==> src/rtl/div_seq_ctrl_pkg.sv <==
// Shared types and constants for the execute-stage divide sequencer.
// The request struct and the divide-by-zero quotient are sized by DIV_DATA_W.
// Instances must keep DATA_W equal to this value.
package div_seq_ctrl_pkg;

  localparam int DIV_DATA_W = 32;

  // Sequencer states: waiting for a request, core running, result held.
  typedef enum logic [1:0] {
    IDLE = 2'd0,
    BUSY = 2'd1,
    DONE = 2'd2
  } div_state_t;

  // Operands captured at acceptance and held steady for the core.
  typedef struct packed {
    logic                  is_signed;
    logic [DIV_DATA_W-1:0] op1;
    logic [DIV_DATA_W-1:0] op2;
  } div_req_t;

  // Quotient reported for a zero divisor.
  localparam logic [DIV_DATA_W-1:0] DIV_ZERO_QUOT = '1;

endpackage

==> src/rtl/div_fastpath_chk.sv <==
// Combinational detector for divides whose result is known without the core.
// Only instantiated when DIV_FASTPATH_EN is defined.
//   divisor zero          -> {dividend, all-ones}
//   dividend zero         -> 0
//   unsigned, a < b       -> {dividend, 0}
module div_fastpath_chk
  import div_seq_ctrl_pkg::*;
#(
  parameter int DATA_W = DIV_DATA_W
) (
  input  logic                is_signed,
  input  logic [DATA_W-1:0]   op1,
  input  logic [DATA_W-1:0]   op2,
  output logic                hit,
  output logic [2*DATA_W-1:0] result
);

  // Priority-ordered trivial-case detection; divide-by-zero wins over a zero dividend.
  always_comb begin
    hit    = 1'b0;
    result = '0;
    if (op2 == '0) begin
      hit    = 1'b1;
      result = {op1, DIV_ZERO_QUOT};
    end else if (op1 == '0) begin
      hit    = 1'b1;
      result = '0;
    end else if (!is_signed && (op1 < op2)) begin
      hit    = 1'b1;
      result = {op1, {DATA_W{1'b0}}};
    end
  end

endmodule

==> src/rtl/div_seq_ctrl.sv <==
// Execute-stage sequencer for the multicycle DIV/DIVU core.
// Latches operands at acceptance, runs the core start/annul handshake, raises
// the E-stage stall while the core works, and holds the {hi,lo} result while
// the pipeline is frozen by other stall sources so a held instruction never
// restarts the core. Flush cancels an in-flight divide.
// Optional build macro: DIV_FASTPATH_EN (trivial divides bypass the core).
module div_seq_ctrl
  import div_seq_ctrl_pkg::*;
#(
  parameter int DATA_W = DIV_DATA_W,
  parameter int CNT_W  = 6
) (
  input  logic                clk,
  input  logic                rst,
  input  logic                req_valid,
  input  logic                req_signed,
  input  logic [DATA_W-1:0]   opdata1,
  input  logic [DATA_W-1:0]   opdata2,
  input  logic                flush,
  input  logic                stall_ext,
  output logic                div_start,
  output logic                div_annul,
  output logic                div_signed,
  output logic [DATA_W-1:0]   div_op1,
  output logic [DATA_W-1:0]   div_op2,
  input  logic [2*DATA_W-1:0] div_result,
  input  logic                div_ready,
  output logic                stall_req,
  output logic [2*DATA_W-1:0] result,
  output logic                result_valid,
  output logic [CNT_W-1:0]    div_cycles
);

  localparam logic [CNT_W-1:0] CNT_ONE = CNT_W'(1);

  div_state_t          state_q,  state_d;
  div_req_t            req_q,    req_d;
  logic [CNT_W-1:0]    cnt_q,    cnt_d;
  logic [CNT_W-1:0]    cycles_q, cycles_d;
  logic [CNT_W-1:0]    cnt_inc;
  logic [2*DATA_W-1:0] result_q, result_d;
  logic                valid_q,  valid_d;
  logic                start_q,  start_d;

  logic                fast_hit;
  logic [2*DATA_W-1:0] fast_result;

`ifdef DIV_FASTPATH_EN
  div_fastpath_chk #(
    .DATA_W (DATA_W)
  ) u_fastpath (
    .is_signed (req_signed),
    .op1       (opdata1),
    .op2       (opdata2),
    .hit       (fast_hit),
    .result    (fast_result)
  );
`else
  assign fast_hit    = 1'b0;
  assign fast_result = '0;
`endif

  // Next-state and next-register computation for the IDLE/BUSY/DONE sequencer.
  always_comb begin
    // NOTE: every variable gets a hold value first so no path through the case leaves it unassigned (no latches).
    state_d  = state_q;
    req_d    = req_q;
    cnt_d    = cnt_q;
    cycles_d = cycles_q;
    result_d = result_q;
    valid_d  = valid_q;
    start_d  = start_q;
    cnt_inc  = (cnt_q == '1) ? cnt_q : cnt_q + CNT_ONE;

    unique case (state_q)
      IDLE: begin
        if (req_valid && !flush) begin
          req_d.is_signed = req_signed;
          req_d.op1       = opdata1;
          req_d.op2       = opdata2;
          cnt_d           = '0;
          if (fast_hit) begin
            result_d = fast_result;
            cycles_d = '0;
            valid_d  = 1'b1;
            state_d  = DONE;
          end else begin
            start_d = 1'b1;
            state_d = BUSY;
          end
        end
      end

      BUSY: begin
        cnt_d = cnt_inc;
        // A flush beats a same-cycle div_ready: the result belongs to a killed instruction.
        if (flush) begin
          start_d = 1'b0;
          state_d = IDLE;
        end else if (div_ready) begin
          result_d = div_result;
          cycles_d = cnt_inc;
          valid_d  = 1'b1;
          start_d  = 1'b0;
          state_d  = DONE;
        end
      end

      DONE: begin
        // Stay put while another source freezes the pipe; leave on advance or flush.
        if (flush || !stall_ext) begin
          valid_d = 1'b0;
          state_d = IDLE;
        end
      end

      default: begin
        start_d = 1'b0;
        valid_d = 1'b0;
        state_d = IDLE;
      end
    endcase
  end

  // State and registered-output flops with synchronous active-low reset.
  always_ff @(posedge clk) begin
    // NOTE: rst is sampled on the clock edge only, so it stays out of the sensitivity list.
    if (!rst) begin
      state_q  <= IDLE;
      req_q    <= '0;
      cnt_q    <= '0;
      cycles_q <= '0;
      result_q <= '0;
      valid_q  <= 1'b0;
      start_q  <= 1'b0;
    end else begin
      // NOTE: non-blocking assignments so every flop samples pre-edge values.
      state_q  <= state_d;
      req_q    <= req_d;
      cnt_q    <= cnt_d;
      cycles_q <= cycles_d;
      result_q <= result_d;
      valid_q  <= valid_d;
      start_q  <= start_d;
    end
  end

  // Annul the core on flush or reset while it is running; start drops in the same cycle.
  assign div_annul = (state_q == BUSY) && (flush || !rst);
  assign div_start = start_q && !div_annul;

  // Stall the E stage at a core-bound acceptance and while waiting on the core.
  assign stall_req = ((state_q == IDLE) && req_valid && !flush && !fast_hit) ||
                     ((state_q == BUSY) && !div_ready && !flush);

  assign div_signed   = req_q.is_signed;
  assign div_op1      = req_q.op1;
  assign div_op2      = req_q.op2;
  assign result       = result_q;
  assign result_valid = valid_q;
  assign div_cycles   = cycles_q;

endmodule

==> config.mk <==
export PLATFORM = sky130hd
export DESIGN_NAME = div_seq_ctrl
export DESIGN_NICKNAME = d
export VERILOG_FILES = /design/src/rtl/div_seq_ctrl_pkg.sv /design/src/rtl/div_fastpath_chk.sv /design/src/rtl/div_seq_ctrl.sv
export SDC_FILE = /design/constraint.sdc
export NUM_CORES = 1
export LEC_CHECK = 0
export BUFFER_PORTS_ARGS = -buffer_cell sky130_fd_sc_hd__buf_2
export CORE_UTILIZATION = 48
export CTS_BUF_LIST = sky130_fd_sc_hd__clkbuf_4
export DETAILED_ROUTE_END_ITERATION = 7
export GPL_ROUTABILITY_DRIVEN = 0
export MAX_ROUTING_LAYER = met4
export PLACE_DENSITY = 0.83
export SLEW_MARGIN = 20
export SYNTH_ARGS = -nofsm -noshare
export SYNTH_HDL_FRONTEND = slang
export SYNTH_SLANG_ARGS = --single-unit
export TNS_END_PERCENT = 5
==> constraint.sdc <==
create_clock -name clk -period 1.8 [get_ports clk]
set_input_delay 0.09 -clock clk [delete_from_list [all_inputs] [get_ports clk]]
set_output_delay 0.09 -clock clk [all_outputs]
set_load 0.03 [all_outputs]
# Yosys cells after proc, flatten, opt, wreduce, memory -nomap -nowiden

Index checks and enable logic that the tools add are counted.

Add/sub/neg operators: 1
Eq/ne operators: 8
Muxes and demuxes: 16
Bitwise gates (word level): 3
Reduce and logical (&&, ||, !) cells: 23

Operators by type and width:

| operator                                       | count |
|---|---|
| two-way mux 6 bit                              | 2 |
| case mux 6 bit (2 select lines)                | 1 |
| AND reduction 3 bit                            | 3 |
| two-way mux 2 bit                              | 4 |
| inequality test 2 bit (second input constant)  | 4 |
| logical AND 1 bit                              | 7 |
| adder 6 x 1 -> 6 bit (second input constant)   | 1 |
| == test 6 bit (second input constant)          | 1 |
| two-way mux 1 bit                              | 6 |
| case mux 1 bit (3 select lines)                | 2 |
| case mux 2 bit (3 select lines)                | 1 |
| logical NOT 1 bit                              | 5 |
| AND reduction 2 bit                            | 2 |
| AND reduction 4 bit                            | 1 |
| logical OR 1 bit                               | 3 |
| inequality test 3 bit (second input constant)  | 1 |
| inverter 1 bit                                 | 3 |
| == test 2 x 1 -> 1 bit (second input constant) | 1 |
| == test 2 bit (second input constant)          | 1 |
| logical NOT 2 bit                              | 1 |
| nonzero test 2 bit                             | 1 |

Bits in registers: 145
Input port bits: 135
Output and inout bits: 139

# Logic depth before layout (Yosys ltp)

Depth in word-level cells: 5
Depth in mapped cells: 9

# Worst setup path after synthesis

Ideal clock, no wire load.

Path kind: flip-flop to output port
Start point: register state_q[1]
End point: output div_start
Data arrival time: 1.498 ns
Data required time: 1.710 ns
Slack: 0.212 ns
Cell stages (with the launch flop): 5
Buffers on the path: 1
Path through: dfxtp_1 -> buf_2 -> nand2b_1 -> a21oi_1 -> nor2b_1

Cells in the longest elaborated chain, start to end: 4

RTL lines:

| what                   | line                | text |
|---|---|---|
| start, declared        | div_seq_ctrl.sv:36  | `div_state_t state_q, state_d;` |
| start signal, assigned | div_seq_ctrl.sv:138 | `state_q <= state_d;` |
| == test 2 x 1 -> 1 bit | div_seq_ctrl.sv:149 | `assign div_annul = (state_q == BUSY) && (flush \|\| !rst);` |
| logical AND 1 bit      | div_seq_ctrl.sv:149 |  |
| named net div_annul    | div_seq_ctrl.sv:22  | `output logic div_annul,` |
| logical NOT 1 bit      | div_seq_ctrl.sv:150 | `assign div_start = start_q && !div_annul;` |
| logical AND 1 bit      | div_seq_ctrl.sv:150 |  |
| end, declared          | div_seq_ctrl.sv:21  | `output logic div_start,` |

The timed path passes the listed nets, and every way through them passes these cells.

# Final worst setup path

Start point: register state_q[1]
End point: register req_q, in the netlist div_op1[31]

Cells in the longest elaborated chain, start to end: 2

RTL lines:

| what                          | line                | text |
|---|---|---|
| logical NOT 2 bit             | div_seq_ctrl.sv:75  | `unique case (state_q)` |
| AND reduction 2 bit (no line) | n/a                 |  |
| end signal, assigned          | div_seq_ctrl.sv:139 | `req_q <= req_d;` |
| end, declared                 | div_seq_ctrl.sv:37  | `div_req_t req_q, req_d;` |

Every way passes these cells.
A chain may end at the register's enable or synchronous reset.

==> summary.txt <==
Placement
  • Final HPWL DP: 9.981 mm
  • Placed inst area: 7027 sq um
  • Port Buffers: 273
  • DP Cell Count: 1,037

Global routing
  • Total GRT Usage: 0.3179
  • Vias in the first global route: 6,195
  • Total gr overflow: 0
  • Largest net degree at the start of global routing: 83
  • Initial antenna violation count: 1
  • First-pass GRT wire length: 28.28 mm

Synthesis
  • Mean post-synth cell area: 8.502 sq um
  • Post-synth top area share: 0.5173
  • Syn_nets: 796
  • Mapped Area: 5612 sq um
  • Unique masters post-synth: 40
  • Synth area leaders: dfxtp_1 52%, nand2_1 18%, a21boi_0 16%, a21boi_1 1.9%, buf_2 1.8%
  • YS warnings: 0
  • Post-synth top cells: 267 x nand2_1, 145 x dfxtp_1, 116 x a21boi_0
  • Mapped Cells: 660
  • Most common cell in the netlist: nand2_1
  • Ys async rst share: 0
  • Number of synthesized register bits: 145
  • Ys flop type: dfxtp_1
  • Post-synth top area cell: dfxtp_1
  • EDFF count, synth: 0
  • Sequential area share after synthesis: 0.5173

Route
  • DR vias: 6,243
  • DRC viols: 0
  • Initial DRC Count: 528
  • WL/cell: 16.06 um
  • Drt pass-1 iters: 5
  • Drt total wl: 19.38 mm
  • Final ANT Viol Nets: 0
  • Via density: 5.172

Clocking
  • TritonCTS Buffers: 17
  • Clk_lat worst skew: 550 ps
  • H-tree levels: 4
  • Longest Clk Path Bufs: 2
  • Root Buffer: clkbuf_4
  • Reg clk slew, reported paths: 120 ps
  • CTS tree: done
  • Clock sinks: 145

STA
  • Setup tns final: 0 ps
  • Final period utilization: 0.9598
  • Final Setup Violations: 0
  • Fmax: 578.8 MHz
  • RSZ-0062 raised after global routing: true
  • Rel. slew slack: 0.7215
  • Final Hold Fails: 0
  • Slew Viols, Final: 0
  • Worst Tran Pin Value: 416.2 ps
  • Clk_skew: 8.548 ps
  • Minimum clock period: 1728 ps

Run
  • Max cap viols: 0

Floorplanning
  • Ports: 274
  • Core area: 11,420 sq um
  • DIE AREA: 12,130 sq um
  • Die H: 110.1 um
  • Cell Rows: 39
  • Initial Util: 0.4915
  • Die width: 110.1 um

Pwr
  • Power per Cell Area: 773.9 nW/um^2
  • Clock share of power: 0.353
  • Comb pwr share: 0.152
  • Net Sw Power: 1.736 mW
  • Leakage power: 3.907 nW
  • VDD IR max: 0.6731 mV
  • Internal power: 5.037 mW
  • Switching Share: 0.2563
  • Flop pwr share: 0.496

Finish
  • # nets final: 1,186
  • Syn-to-layout area delta: 55.96%
  • Multi-input gate area: 2446 sq um
  • Layout Cells excl Fill: 1,207
  • # fillers: 677
  • Design Area, Final: 8752 sq um
  • Final core occ: 0.7665
  • Fraction of layout cells with a size suffix above 1: 0.3039
  • Register Area: 2907 sq um

Worst hold path
  • Worst Hold Class: input pin to flip-flop
  • Hold path start: opdata1[7]

Critical path
  • Worst r2r src: state_q[1]$_SDFFE_PN0P_
  • Worst setup path startpoint: state_q[1]$_SDFFE_PN0P_
  • Critical Path RT: 2250 ps
  • Startpoint Class: flip-flop
  • Crit end category: flip-flop
  • Crit path kind: flip-flop to flip-flop
  • Crit path max fanout: 66
  • Critical Path AT: 2180 ps

Run status
  • Status: finished, final reports clean
[metrics by stage]
| step | total power [mW] | hold slack (ps) | setup WS (ps) |
|---|---|---|---|
| after floorplan | 3.870 | 224.9 | 211.6 |
| after CTS | 6.773 | 257.5 | 10.88 |
| after global routing | 7.024 | 279.5 | -14.85 |
| after global placement | 4.163 | 331.3 | 243.9 |
| final | 6.773 | 312.9 | 72.38 |
| after detailed placement | 4.171 | 334.6 | 234.4 |
[sequential cells by signal, indices dropped and copies added (netlist names)]
register      count
cnt_q             6
div_cycles        6
div_op1          32
div_op2          32
div_signed        1
result           64
result_valid      1
start_q           1
state_q           2
[repair_timing]
action / CTS / global route
gates cloned: 0 / 0
resized for setup: 3 / 4
buffers inserted: 0 / 0
hold buffers: 137 / 0
hold endpoints to repair: 143 / 0
endpoints found under the setup margin: 3 / 4
[layout make-up]
class / instances / area share
diodes: 1 / 0.0002859
repair buffers: 420 / 0.3291
well taps: 143 / 0.02044
flip-flops and latches: 145 / 0.3321
multi-input cells: 465 / 0.2795
clock inverters: 13 / 0.02187
clock buffers: 19 / 0.01630
inverters: 1 / 0.0004289
[cells by family (layout without fill, tap and decap cells)]
group / Yosys count / count (layout) / synth area share
other cells: 0 / 1 / 0
simple gates: 304 / 304 / 0.2212
flops: 145 / 145 / 0.5173
compound gates: 159 / 159 / 0.2083
fa+ha+maj: 1 / 1 / 0.002229
buf+inv: 50 / 453 / 0.04927
mux: 1 / 1 / 0.001784
[routing by layer]
layer  track usage  vias to the layer above  share of wire
met3       0.09347                       96          0.082
met2        0.5357                      332           0.49
li1              -                     2936              -
met4        0.2190                        0          0.057
met1        0.3175                     2879           0.37
met5             -                        -              0
[path summary, 6_finish.rpt]
check | slack [ps] | end | cells past startpoint
worst max register to register | 70 | div_op1[31]$_SDFFE_PN0P_ | 5
worst min register to register | 450 | div_op2[5]$_SDFFE_PN0P_ | 2
worst min-delay path | 310 | div_op1[7]$_SDFFE_PN0P_ | 4
worst max-delay path | 70 | div_op1[31]$_SDFFE_PN0P_ | 5
[power groups by stage]
stage,Combinational [mW],Sequential (mW),Clock (mW)
2_1_floorplan,0.271,3.60,0
3_3_place_gp,0.745,3.42,0
3_5_place_dp,0.749,3.42,0
4_1_cts,0.982,3.35,2.44
5_1_grt,1.10,3.37,2.56
6_report,1.03,3.36,2.39
[worst max-delay path, cell delays in order (launching register included)]
cell	delay [ps]
dfxtp_1	320
buf_4	170
nor4b_4	330
buf_12	300
nand2_1	160
a21boi_0	320
[cells in the final DEF (no fill, tap or decap), types with 2 or more instances in the layout]
cell type,synthesis,layout
buf_2,20,271
nand2_1,267,266
dfxtp_1,145,144
dlygate4sd3_1,0,137
a21boi_0,116,116
clkbuf_4,0,19
a21boi_1,14,14
nand3_1,9,9
a21oi_1,9,8
o21ai_0,7,7
buf_4,6,7
nor2_1,6,6
bufinv_16,0,5
buf_12,0,5
nor2b_1,4,4
clkinv_1,0,4
nand3b_1,3,3
nor3_1,2,2
and3_1,2,2
nor3b_1,2,2
o22ai_1,2,2
nand2_2,1,2
o21ai_2,2,2
clkinv_2,0,2
Power figures use the tool's default switching activity.
